**src/rtl/pipe_rc_adder_if.sv**
```systemverilog
// Operand/result handshake bundle for the pipelined ripple-carry adder.
interface pipe_rc_adder_if #(
  parameter int WIDTH = 32
) ();
  logic             in_valid;
  logic             in_ready;
  logic [WIDTH-1:0] a;
  logic [WIDTH-1:0] b;
  logic             cin;
  logic             sub;
  logic             out_valid;
  logic             out_ready;
  logic [WIDTH-1:0] sum;
  logic             cout;
  logic             ovf;
  logic             zero;

  modport master (
    output in_valid, a, b, cin, sub, out_ready,
    input  in_ready, out_valid, sum, cout, ovf, zero
  );

  modport slave (
    input  in_valid, a, b, cin, sub, out_ready,
    output in_ready, out_valid, sum, cout, ovf, zero
  );
endinterface

```
**src/rtl/pipe_rc_adder.sv**
```systemverilog
// Pipelined ripple-carry add/sub: one WIDTH/STAGES-bit slice per rank,
// carries registered between slices, stall-on-backpressure handshake.
module pipe_rc_adder #(
  parameter int WIDTH  = 32,
  parameter int STAGES = 4
) (
  input  logic           clk,
  input  logic           rst_n,
  pipe_rc_adder_if.slave p
);
  localparam int SW = WIDTH / STAGES;
  localparam int NM = (STAGES > 1) ? STAGES - 1 : 1;
  localparam int L  = STAGES - 1;

  if (WIDTH < 2) begin : g_bad_width
    $error("pipe_rc_adder: WIDTH must be >= 2");
  end
  if (STAGES < 1 || (WIDTH % STAGES) != 0) begin : g_bad_stages
    $error("pipe_rc_adder: STAGES must be >= 1 and divide WIDTH");
  end

  logic [WIDTH-1:0] st_a [STAGES];
  logic [WIDTH-1:0] st_b [STAGES];
  logic [WIDTH-1:0] st_s [STAGES];
  logic [WIDTH-1:0] nx_s [STAGES];
  logic             st_c [STAGES];
  logic             st_v [STAGES];
  logic             nx_c [STAGES];

  logic [WIDTH-1:0] mid_a_q [NM];
  logic [WIDTH-1:0] mid_a_d [NM];
  logic [WIDTH-1:0] mid_b_q [NM];
  logic [WIDTH-1:0] mid_b_d [NM];
  logic [WIDTH-1:0] mid_s_q [NM];
  logic [WIDTH-1:0] mid_s_d [NM];
  logic             mid_c_q [NM];
  logic             mid_c_d [NM];
  logic             mid_v_q [NM];
  logic             mid_v_d [NM];

  logic             val_q, val_d;
  logic [WIDTH-1:0] sum_q, sum_d;
  logic             cout_q, cout_d;
  logic             ovf_q, ovf_d;
  logic             zero_q, zero_d;
  logic             stall;

  // Stage k input: rank k registers (stage 0 is the raw operand port).
  always_comb begin
    logic cy;
    logic fa_a;
    logic fa_b;
    cy   = 1'b0;
    fa_a = 1'b0;
    fa_b = 1'b0;
    st_a[0] = p.a;
    st_b[0] = p.sub ? ~p.b : p.b;
    st_s[0] = '0;
    st_c[0] = p.sub | p.cin;
    st_v[0] = p.in_valid;
    for (int k = 1; k < STAGES; k++) begin
      st_a[k] = mid_a_q[k-1];
      st_b[k] = mid_b_q[k-1];
      st_s[k] = mid_s_q[k-1];
      st_c[k] = mid_c_q[k-1];
      st_v[k] = mid_v_q[k-1];
    end
    for (int k = 0; k < STAGES; k++) begin
      cy      = st_c[k];
      nx_s[k] = st_s[k];
      for (int j = 0; j < SW; j++) begin
        fa_a = st_a[k][k*SW+j];
        fa_b = st_b[k][k*SW+j];
        nx_s[k][k*SW+j] = fa_a ^ fa_b ^ cy;
        cy = (fa_a & fa_b) | (cy & (fa_a ^ fa_b));
      end
      nx_c[k] = cy;
    end
  end

  always_comb begin
    stall   = val_q & ~p.out_ready;
    mid_a_d = mid_a_q;
    mid_b_d = mid_b_q;
    mid_s_d = mid_s_q;
    mid_c_d = mid_c_q;
    mid_v_d = mid_v_q;
    val_d   = val_q;
    sum_d   = sum_q;
    cout_d  = cout_q;
    ovf_d   = ovf_q;
    zero_d  = zero_q;
    if (!stall) begin
      for (int m = 0; m < STAGES - 1; m++) begin
        mid_a_d[m] = st_a[m];
        mid_b_d[m] = st_b[m];
        mid_s_d[m] = nx_s[m];
        mid_c_d[m] = nx_c[m];
        mid_v_d[m] = st_v[m];
      end
      val_d  = st_v[L];
      sum_d  = nx_s[L];
      cout_d = nx_c[L];
      ovf_d  = (st_a[L][WIDTH-1] == st_b[L][WIDTH-1])
             & (nx_s[L][WIDTH-1] != st_a[L][WIDTH-1]);
      zero_d = ~|nx_s[L];
    end
  end

  always_ff @(posedge clk or negedge rst_n) begin
    if (!rst_n) begin
      for (int m = 0; m < NM; m++) begin
        mid_a_q[m] <= '0;
        mid_b_q[m] <= '0;
        mid_s_q[m] <= '0;
        mid_c_q[m] <= 1'b0;
        mid_v_q[m] <= 1'b0;
      end
      val_q  <= 1'b0;
      sum_q  <= '0;
      cout_q <= 1'b0;
      ovf_q  <= 1'b0;
      zero_q <= 1'b0;
    end else begin
      mid_a_q <= mid_a_d;
      mid_b_q <= mid_b_d;
      mid_s_q <= mid_s_d;
      mid_c_q <= mid_c_d;
      mid_v_q <= mid_v_d;
      val_q   <= val_d;
      sum_q   <= sum_d;
      cout_q  <= cout_d;
      ovf_q   <= ovf_d;
      zero_q  <= zero_d;
    end
  end

  assign p.in_ready  = ~stall;
  assign p.out_valid = val_q;
  assign p.sum       = sum_q;
  assign p.cout      = cout_q;
  assign p.ovf       = ovf_q;
  assign p.zero      = zero_q;
endmodule

```
**src/flat_wrapper.sv**
```systemverilog
// flat-port wrapper written by rule: the top's interface ports become plain ports
module pipe_rc_adder_flat 
#(
  parameter int WIDTH  = 32,
  parameter int STAGES = 4
)
  (clk, rst_n, p_in_valid, p_a, p_b, p_cin, p_sub, p_out_ready, p_in_ready, p_out_valid, p_sum, p_cout, p_ovf, p_zero);
  pipe_rc_adder_if #(.WIDTH(WIDTH)) p_i ();
  input  logic clk;
  input  logic rst_n;
  input wire logic [$bits(p_i.in_valid)-1:0] p_in_valid;
  input wire logic [$bits(p_i.a)-1:0] p_a;
  input wire logic [$bits(p_i.b)-1:0] p_b;
  input wire logic [$bits(p_i.cin)-1:0] p_cin;
  input wire logic [$bits(p_i.sub)-1:0] p_sub;
  input wire logic [$bits(p_i.out_ready)-1:0] p_out_ready;
  output wire logic [$bits(p_i.in_ready)-1:0] p_in_ready;
  output wire logic [$bits(p_i.out_valid)-1:0] p_out_valid;
  output wire logic [$bits(p_i.sum)-1:0] p_sum;
  output wire logic [$bits(p_i.cout)-1:0] p_cout;
  output wire logic [$bits(p_i.ovf)-1:0] p_ovf;
  output wire logic [$bits(p_i.zero)-1:0] p_zero;
  assign p_i.in_valid = p_in_valid;
  assign p_i.a = p_a;
  assign p_i.b = p_b;
  assign p_i.cin = p_cin;
  assign p_i.sub = p_sub;
  assign p_i.out_ready = p_out_ready;
  assign p_in_ready = p_i.in_ready;
  assign p_out_valid = p_i.out_valid;
  assign p_sum = p_i.sum;
  assign p_cout = p_i.cout;
  assign p_ovf = p_i.ovf;
  assign p_zero = p_i.zero;
  pipe_rc_adder #(.WIDTH(WIDTH), .STAGES(STAGES)) u_core (.clk(clk), .rst_n(rst_n), .p(p_i));
endmodule
```
**config.mk**
```make
export PLATFORM = sky130hd
export DESIGN_NAME = pipe_rc_adder_flat
export DESIGN_NICKNAME = d
export VERILOG_FILES = /design/src/rtl/pipe_rc_adder_if.sv /design/src/rtl/pipe_rc_adder.sv /design/src/flat_wrapper.sv
export SDC_FILE = /design/constraint.sdc
export NUM_CORES = 1
export LEC_CHECK = 0
export CAP_MARGIN = 20
export CORE_ASPECT_RATIO = 1.2
export CORE_MARGIN = 4
export CORE_UTILIZATION = 40
export DETAILED_ROUTE_END_ITERATION = 12
export GPL_TIMING_DRIVEN = 0
export SLEW_MARGIN = 20
export SYNTH_ARGS = -nofsm -noshare
export SYNTH_HDL_FRONTEND = slang
export SYNTH_SLANG_ARGS = --single-unit
```
**constraint.sdc**
```tcl
create_clock -name clk -period 12.5 [get_ports clk]
set_input_delay 1.875 -clock clk [delete_from_list [all_inputs] [get_ports clk]]
set_output_delay 1.875 -clock clk [all_outputs]
set_load 0.1 [all_outputs]
```
==> summary.txt <==
Synthesis
  • Post-synthesis sequential area ratio: 56.4%
  • Gate Count Post-Synth: 844
  • Yosys cell types: 26
  • Synth Area in XOR/XNOR: around 3.5%
  • Yosys warnings: 0
  • Adder-Cell Fraction of Synth Area: 7.92%
  • Cell accounting for the most synthesized area: dfrtp_1
  • Flops & latches, synth: 186
  • Cell Area, Synth: roughly 8000 sq um
  • Mux contribution to synthesized area: 0%
  • Avg Cell Area, Syn: 9.77 sq um
  • Yosys top cell area share: between 50% and 60%
  • Synthesized Nets: 947
  • Post-Synth Simple-Gate Area: 22.1%
  • Main combinational cell family by area after synthesis: simple AND/OR/NAND/NOR gates
  • Compound-Gate Fraction of Synth Area: roughly 4.5%
  • Synth top area cells: dfrtp_1, nand2_1, fa_1, xnor2_1, buf_6

STA
  • RSZ-0062 raised after global routing: false
  • Slew Limit Fails: 0
  • F_max: ~170 MHz
  • Period utilization: 48.3%
  • Hold Fails Final Rpt: 0
  • Setup violators final: 0
  • Crit path time final: 6.03 ns
  • Rel. slew slack: 34.4%
  • Min Hold Slack: 0.467 ns
  • Max Clock Skew: approximately 0.0065 ns
  • Final setup TNS: 0 ns
  • Slew @ Worst Pin: 0.981 ns

Clock tree
  • Clock Path Buffers: 2
  • Clk pin slew, worst setup/hold paths: 0.07 ns
  • Clk root buf: clkbuf_16
  • CTS resizes: 0
  • Hold-fix buffer count after cts: 0
  • Htree depth: 4
  • TritonCTS Sinks: 186
  • TritonCTS clock tree: yes
  • CTS buffer count: 17
  • Worst-skew pair later-pin latency: around 0.43 ns
  • # Post-CTS Setup Buffers: 0

Critical path
  • Crit path buf inv count: 6
  • Worst Setup Path Type: input pin to primary output
  • Crit-path slowest cell: clkdlybuf4s50_1
  • Crit-path max cell delay: 1.16 ns
  • Crit-path most repeated cell: buf_6
  • CP Cell Sequence: clkdlybuf4s50_1 -> nor2b_4 -> buf_6 -> inv_4 -> buf_6 -> buf_6 -> clkdlybuf4s50_1
  • Worst EP required: 10.62 ns
  • Critical path startpoint category: input pin
  • Worst EP arrival: between 4 and 5 ns
  • CP Capture Type: primary output
  • Worst r2r path cells: 13
  • FF-to-FF Start: u_core.mid_c_q[0]
  • Crit Reg-Reg Endpoint: u_core.p.ovf
  • Crit Path Max Fanout: 10
  • R2R Setup Slk: about 7.9 ns
  • Crit path max-delay family: buffers and inverters

Drt
  • Drt initial violations: 317
  • WL per Instance: 14.6 microns
  • Drt pass-1 iters: 4
  • Vias per cell: 4.47
  • Routed wire length: 18.3 mm
  • DR DRC count: 0
  • Vias: 5,579
  • Final ANT Viol Nets: 0

Pwr
  • Sw Pwr: around 1.3 mW
  • Peak supply drop: ~0.19 mV
  • Internal power: 1.62 mW
  • Logic pwr share: approximately 46%
  • Switching Share: 45.1%
  • Seq pwr share: 35.4%
  • Power Dens Cells: 287 nW/um^2
  • Leakage: around 5.0 nW
  • Clock power share: a little under a fifth

Run status
  • Run status: finished, final reports clean

Place
  • Placed Cells incl. Taps: 1,216
  • GP Congestion: 0.802
  • DP Wirelength: 14.0 mm
  • Port buffer count: 105

Min path
  • WHS Path Cells: 2
  • Hold WC Path Type: register to register
  • Hold Path Sink: u_core.p.sum[25]
  • Hold_sp: u_core.p.sum[25]

Global routing
  • Total gr overflow: 0
  • First-pass GRT wire length: 30.2 mm
  • Pin count of the biggest net entering global routing: 80
  • Vias in the first global route: 5,743
  • Initial antenna violation count: 0
  • GRT Total Usage: approximately 17%

Die
  • Site Rows: 57
  • I/O pin cnt: 107
  • Die width: approximately 140 microns
  • Die ar.: 23,000 sq um
  • Die Ht: 165 microns
  • Initial Util: around two fifths
  • CORE AREA: 20,300 sq um

Finish
  • Fill count: 1,968
  • Nets: between 1,000 and 1,500
  • # diodes: 0
  • Layout Cells excl Fill: 1,248
  • Synthesis-to-layout area growth: 24.8%
  • Layout cell share with drive strength beyond 1: 12.0%

Run
  • Max-cap violations: 0
how the worst max path moves through the flow:
stage                startpoint                 end  slack, ns  depth (start not counted)
CTS                 p_out_ready          p_in_ready       6.45                          7
finish              p_out_ready          p_in_ready       6.47                          7
global route        p_out_ready          p_in_ready       6.39                          7
detailed placement  p_out_ready          p_in_ready       6.45                          7
floorplan                 p_sub  u_core.mid_s_q[71]       6.94                         15
global placement          rst_n  u_core.mid_a_q[93]       1.76                          1
per-layer routing:
metal	track usage (%)	wire length, microns
met1	22.9	8710
met2	27.3	8550
met3	3.43	657
met4	5.78	346
met5	0	0
layout make-up:
class	instances	area (sq um)	area share, %
plain buffers	45	347	3.37
clock buffers	20	467	4.53
clock inverters	12	138	1.34
inverters	30	115	1.12
multi-input cells	583	3130	30.4
flip-flops and latches	186	4650	45.2
well taps	265	332	3.22
repair buffers	107	1110	10.8
registers in the layout (all words and copies together), names as in the netlist:
| name | flops |
|---|---|
| u_core.mid_a_q | 48 |
| u_core.mid_b_q | 48 |
| u_core.mid_c_q | 3 |
| u_core.mid_s_q | 48 |
| u_core.mid_v_q | 3 |
| u_core.p.cout | 1 |
| u_core.p.out_valid | 1 |
| u_core.p.ovf | 1 |
| u_core.p.sum | 32 |
| u_core.p.zero | 1 |
cell usage in the layout (no fill, tap or decap), types with 3 or more instances in the layout:
cell type and n:
dfrtp_1 186, clkinv_4 4, a21oi_2 15, buf_6 15
o21ai_0 22, nor2_2 15, xnor2_1 28, inv_1 29
buf_2 13, o21ai_2 10, clkbuf_1 6, o21ai_1 3
clkbuf_8 3, nand2_1 437, xor2_1 5, clkdlybuf4s50_1 104
nor4_1 7, fa_1 32, buf_4 10, clkbuf_16 17
tightest hold or removal path: cells and delay by family (launching register included):
kind	cells	cell delay (ns)
flip-flops	1	0.34
AND/OR/NAND/NOR	2	0.10
cell usage after synthesis, drive strengths merged:
library cell  number
nand2            437
xor2               5
o41ai              1
xnor2             28
ha                 1
inv               30
dfrtp            186
or2                1
fa                32
nor2b              1
nor2              16
a21oi             15
nor4               7
clkbuf             6
nand2b             1
nand4              2
buf               39
o21ai             35
o31ai              1
per-stage QoR:
step / power [mW] / cell area [sq um] / utilization [%] / setup slack [ns]
floorplan: 2.01 / 8250 / - / 6.94
global placement: 2.42 / 9630 / 47.5 / 1.76
detailed placement: 2.45 / 9690 / 47.8 / 6.45
CTS: 3.00 / 10300 / 50.8 / 6.45
global route: 3.16 / 10300 / 50.8 / 6.39
finish: 2.96 / 10300 / 50.8 / 6.47
power by group through the flow:
stage,registers (mW),clock network (mW),logic (mW)
finish,1.05,0.545,1.37
CTS,1.05,0.556,1.39
global route,1.08,0.582,1.50
global placement,1.05,0,1.37
floorplan,1.41,0,0.603
detailed placement,1.06,0,1.39
kinds of logic (layout without fill, tap and decap cells):
kind of cell,Yosys count,count (layout)
compound gates,52,52
xor+xnor,33,33
fa+ha+maj,33,33
buf+inv,75,214
flops,186,186
simple gates,465,465
Power figures use the tool's default switching activity.
